===== src/rtl/n4_b3_to_bin_converter.sv =====
// Converts a 4-digit base-3 counter snapshot into unsigned binary by serial
// Horner evaluation (MS digit first, one digit per clock), with valid/ready on both sides.
module n4_b3_to_bin_converter #(
    parameter int OUT_W        = 7,
    parameter int CHECK_DIGITS = 1
) (
    input  logic             clock,
    input  logic             reset,
    input  logic             in_valid,
    output logic             in_ready,
    input  logic [1:0]       q31_q30,
    input  logic [1:0]       q21_q20,
    input  logic [1:0]       q11_q10,
    input  logic [1:0]       q01_q00,
    input  logic             eu_in,
    output logic             out_valid,
    input  logic             out_ready,
    output logic [OUT_W-1:0] bin,
    output logic             carry_out,
    output logic             err,
    output logic [1:0]       dbg_state_o
);

    // Handshake: a transfer happens on a posedge where valid and ready are both 1.
    // in_ready is high only in IDLE and out_valid only in DONE, so in_valid
    // outside IDLE and out_ready outside DONE have no effect.
    localparam logic [1:0] ST_IDLE = 2'd0;
    localparam logic [1:0] ST_CONV = 2'd1;
    localparam logic [1:0] ST_DONE = 2'd2;

    logic [1:0]       state_q, state_d;
    logic [3:0][1:0]  digits_q, digits_d;
    logic [1:0]       idx_q, idx_d;
    logic [OUT_W-1:0] acc_q, acc_d;
    logic [OUT_W-1:0] bin_q, bin_d;
    logic             carry_q, carry_d;
    logic             err_q, err_d;

    logic [3:0][1:0]  raw_digits;
    logic [3:0][1:0]  cap_digits;
    logic             cap_err;
    logic [OUT_W-1:0] next_acc;

    assign raw_digits = {q31_q30, q21_q20, q11_q10, q01_q00};

    // Illegal code 2'b11 is flagged and folded to 0 only when checking is enabled.
    always_comb begin
        cap_digits = raw_digits;
        cap_err    = 1'b0;
        for (int i = 0; i < 4; i++) begin
            if ((CHECK_DIGITS != 0) && (raw_digits[i] == 2'b11)) begin
                cap_err       = 1'b1;
                cap_digits[i] = 2'b00;
            end
        end
    end

    // 3*acc computed as (acc<<1)+acc to avoid a multiplier.
    assign next_acc = (acc_q << 1) + acc_q + OUT_W'(digits_q[idx_q]);

    always_comb begin
        state_d  = state_q;
        digits_d = digits_q;
        idx_d    = idx_q;
        acc_d    = acc_q;
        bin_d    = bin_q;
        carry_d  = carry_q;
        err_d    = err_q;
        case (state_q)
            ST_IDLE: begin
                if (in_valid) begin
                    digits_d = cap_digits;
                    carry_d  = eu_in;
                    err_d    = cap_err;
                    acc_d    = '0;
                    idx_d    = 2'd3;
                    state_d  = ST_CONV;
                end
            end
            ST_CONV: begin
                acc_d = next_acc;
                idx_d = idx_q - 2'd1;
                if (idx_q == 2'd0) begin
                    bin_d   = next_acc;
                    state_d = ST_DONE;
                end
            end
            ST_DONE: begin
                if (out_ready) begin
                    state_d = ST_IDLE;
                end
            end
            default: state_d = ST_IDLE;
        endcase
    end

    always_ff @(posedge clock) begin
        if (reset) begin
            state_q  <= ST_IDLE;
            digits_q <= '0;
            idx_q    <= 2'd0;
            acc_q    <= '0;
            bin_q    <= '0;
            carry_q  <= 1'b0;
            err_q    <= 1'b0;
        end else begin
            state_q  <= state_d;
            digits_q <= digits_d;
            idx_q    <= idx_d;
            acc_q    <= acc_d;
            bin_q    <= bin_d;
            carry_q  <= carry_d;
            err_q    <= err_d;
        end
    end

    assign in_ready    = (state_q == ST_IDLE);
    assign out_valid   = (state_q == ST_DONE);
    assign bin         = bin_q;
    assign carry_out   = carry_q;
    assign err         = err_q;
    assign dbg_state_o = state_q;

endmodule


===== config.mk =====
export PLATFORM = sky130hd
export DESIGN_NAME = n4_b3_to_bin_converter
export DESIGN_NICKNAME = d
export VERILOG_FILES = /design/src/rtl/n4_b3_to_bin_converter.sv
export SDC_FILE = /design/constraint.sdc
export NUM_CORES = 1
export LEC_CHECK = 0
export CAP_MARGIN = 25
export CELL_PAD_IN_SITES_DETAIL_PLACEMENT = 0
export CELL_PAD_IN_SITES_GLOBAL_PLACEMENT = 1
export CORE_MARGIN = 5
export CORE_UTILIZATION = 40
export CTS_BUF_LIST = sky130_fd_sc_hd__clkbuf_4 sky130_fd_sc_hd__clkbuf_8
export DETAILED_ROUTE_END_ITERATION = 10
export PLACE_DENSITY = 0.78
export SLEW_MARGIN = 20
export SYNTH_ARGS = -nofsm -noshare
export SYNTH_HDL_FRONTEND = slang
export SYNTH_SLANG_ARGS = --single-unit

===== constraint.sdc =====
create_clock -name clock -period 3.05 [get_ports clock]
set_input_delay 0.915 -clock clock [delete_from_list [all_inputs] [get_ports clock]]
set_output_delay 0.915 -clock clock [all_outputs]
set_load 0.05 [all_outputs]

==> flow_summary.toml <==
[status]
status = "complete, no violations"

[power_and_ir_drop]
power_density_mw_per_mm2 = 420
power_switching_w = 0.000224
p_leak_nw = 0.699
pwr-share-seq_pct = 53.4
p_int_w = 0.000520
combPwrFrac_pct = 22.2
swShare_pct = 30.1
p_clk_share_pct = 24.4
finalPower_w = 0.000744
vdd_drop_max_v = 0.000299

[synthesis]
syn_inst = 151
synth_nets = 177
synth-seq-area-share_pct = 38.8
synth_cell_types = 37
ys_ff_latch = 28
yosys-top-cells-area = "dfxtp_1 39%, ha_1 9.5%, a21oi_1 8.0%, nor3b_2 6.1%, nor2_1 4.7%"
syn_area_per_cell_um2 = 9.58
yosys_warnings = 0
synthesis.area_mm2 = 0.00145
yosys.area.top_type = "dfxtp_1"
synth_top_area_share_pct = 38.8

[clock_network]
insertion_delay_ns = 0.33
cts-resized-gates = 0
cts_setup_buffers = 0
cts-htree-levels = 1
root_buffer = "clkbuf_4"
cts_sinks = 28
clkTransAtPathRegs_ns = 0.15
cts_max_path_buffers = 2
cts-hold-fix-buffers = 0
cts_tree = "built"
cts_buffers = 3

[route]
ant_nets = 0
wl_per_cell_um = 13.8
drt-total-wl_um = 3070
viasPerCell = 5.18
drt_iter0_markers = 27
drt_first_pass_iters = 5
num_vias = 1149
drc_errors = 0

[worst_setup_path]
r2r_slack_ns = 0.21
r2r_cells = 9
worstPathRequired_ns = 3.31
crit_start = "idx_q[0]"
crit_end = "acc_q[5]"
critPathLaunchType = "register"
end_kind = "register"
r2r_start = "idx_q[0]"
cp.arrival_ns = 3.10
path_class = "reg -> reg"
critPathMaxFanout = 5
r2r_end = "acc_q[5]"

[timing]
fmax_mhz = 352
timing.hold.ws_ns = 0.464
fin_crit_sh_pct = 93.1
rsz0062_at_grt = "false"
hold_violations = 0
fin_crit_ns = 2.84
slew_viol_final = 0
slew_headroom_pct = 46.3
layout_setup_ws_ns = 0.211
setup_viol = 0
finalClockSkew_ns = 0.0108
worst_slew_pin_slew_ns = 0.803
tns_ns = 0

[min_path]
hold_class = "reg -> reg"

[flow_run]
cap_violations = 0

[floorplan]
placementRows = 21
die_area_mm2 = 0.00492
die_h_um = 70.1
die_w_um = 70.1
initial_utilization_pct = 42.3
ioPinCount = 26
core-area_mm2 = 0.00342

[cells_and_area]
area_delta_synth_final_pct = 22.3
diodes = 0
multiInputGateArea_um2 = 837
nets = 203
drive_above_1_share_pct = 13.6
final_common_cell = "dfxtp_1"
regArea_um2 = 562
fillers = 334
layout_common_cells = "27 x dfxtp_1, 25 x clkdlybuf4s50_1, 23 x a21oi_1"

[global_routing]
antenna_found_initial = 0
grt_util_all_layers_pct = 13.6
grt_pass1_wl_um = 5350
first_global_vias = 1173
overflow = 0
grt_max_degree = 22

[placement]
place_ws_ns = 0.168
numPortBuffers = 25
routabilityCongestion = 0.844
dpl.hpwl_um = 2390
[per-stage QoR]
| stage | cell area, um2 | std cells | utilization, % |
|---|---|---|---|
| floorplan | 1450 | 151 | - |
| global placement | 1730 | 218 | 50.7 |
| detailed placement | 1730 | 218 | 50.7 |
| CTS | 1770 | 222 | 51.8 |
| global route | 1770 | 222 | 51.8 |
| finish | 1770 | 222 | 51.8 |
[sequential cells by signal, summed over array words and instances (netlist names)]
register,flops
acc_q,7
bin,7
carry_out,1
dbg_state_o,2
digits_q,8
err,1
idx_q,2
[final cells by class]
cell class	instances	share of cell area, %
clock buffer	4	2.05
inverter	3	0.636
multi-input combinational	114	47.3
sequential	28	31.8
tap	46	3.25
timing repair buffer	27	15.0
[layer usage]
metal	track usage, %	share of wire (%)
met5	0	0
met2	24.1	51
met4	4.89	1.4
met1	16.1	44
met3	3.01	4.0
[cell usage after synthesis (all sizes together)]
cell and n:
mux2i 1, inv 3, a21oi 23, nand2b 2, a21o 2, mux4 2
dfxtp 28, fa 2, xnor2 5, ha 11, nand3b 2, clkbuf 3
nand3 3, a22oi 5, a221oi 1, a211oi 2, buf 3, xor2 1
o21bai 1, nor2 20, nor3 1, o31ai 2, nor2b 2, o21ai 3
nand2 15, nor3b 8
[cells by family after synthesis]
kind of cell,synth area share (%)
AOI/OAI and AO/OA,16.8
xor gates and xnor gates,3.63
adders and majority gates,12.3
buffers and inverters,3.37
DFF,38.8
muxes,3.81
and+or+nand+nor,21.4
[power groups by stage]
stage / Combinational (W) / Sequential [W] / Clock [W]
final: 0.000166 / 0.000397 / 0.000181
after global routing: 0.000183 / 0.000400 / 0.000208
after CTS: 0.000168 / 0.000397 / 0.000191
after detailed placement: 0.000167 / 0.000405 / 0
after global placement: 0.000166 / 0.000404 / 0
after floorplan: 0.0000949 / 0.000424 / 0
[critical path, cell delays in order, from the launching register on]
cell and delay, ns:
dfxtp_2 0.41, mux4_2 0.52, fa_1 0.44, ha_1 0.26, fa_1 0.41, a21o_1 0.18, a21oi_1 0.18, xnor2_1 0.16
nand2_1 0.08, a21oi_1 0.14
[worst min-delay path by stage]
stage	from	to	slack (ns)	cells after the start
after floorplan	digits_q[4]	digits_q[4]	0.45	2
after global placement	carry_out	carry_out	0.44	2
after detailed placement	carry_out	carry_out	0.45	2
after CTS	carry_out	carry_out	0.47	2
after global routing	bin[4]	bin[4]	0.49	2
final	carry_out	carry_out	0.46	2
Power figures use the tool's default switching activity.
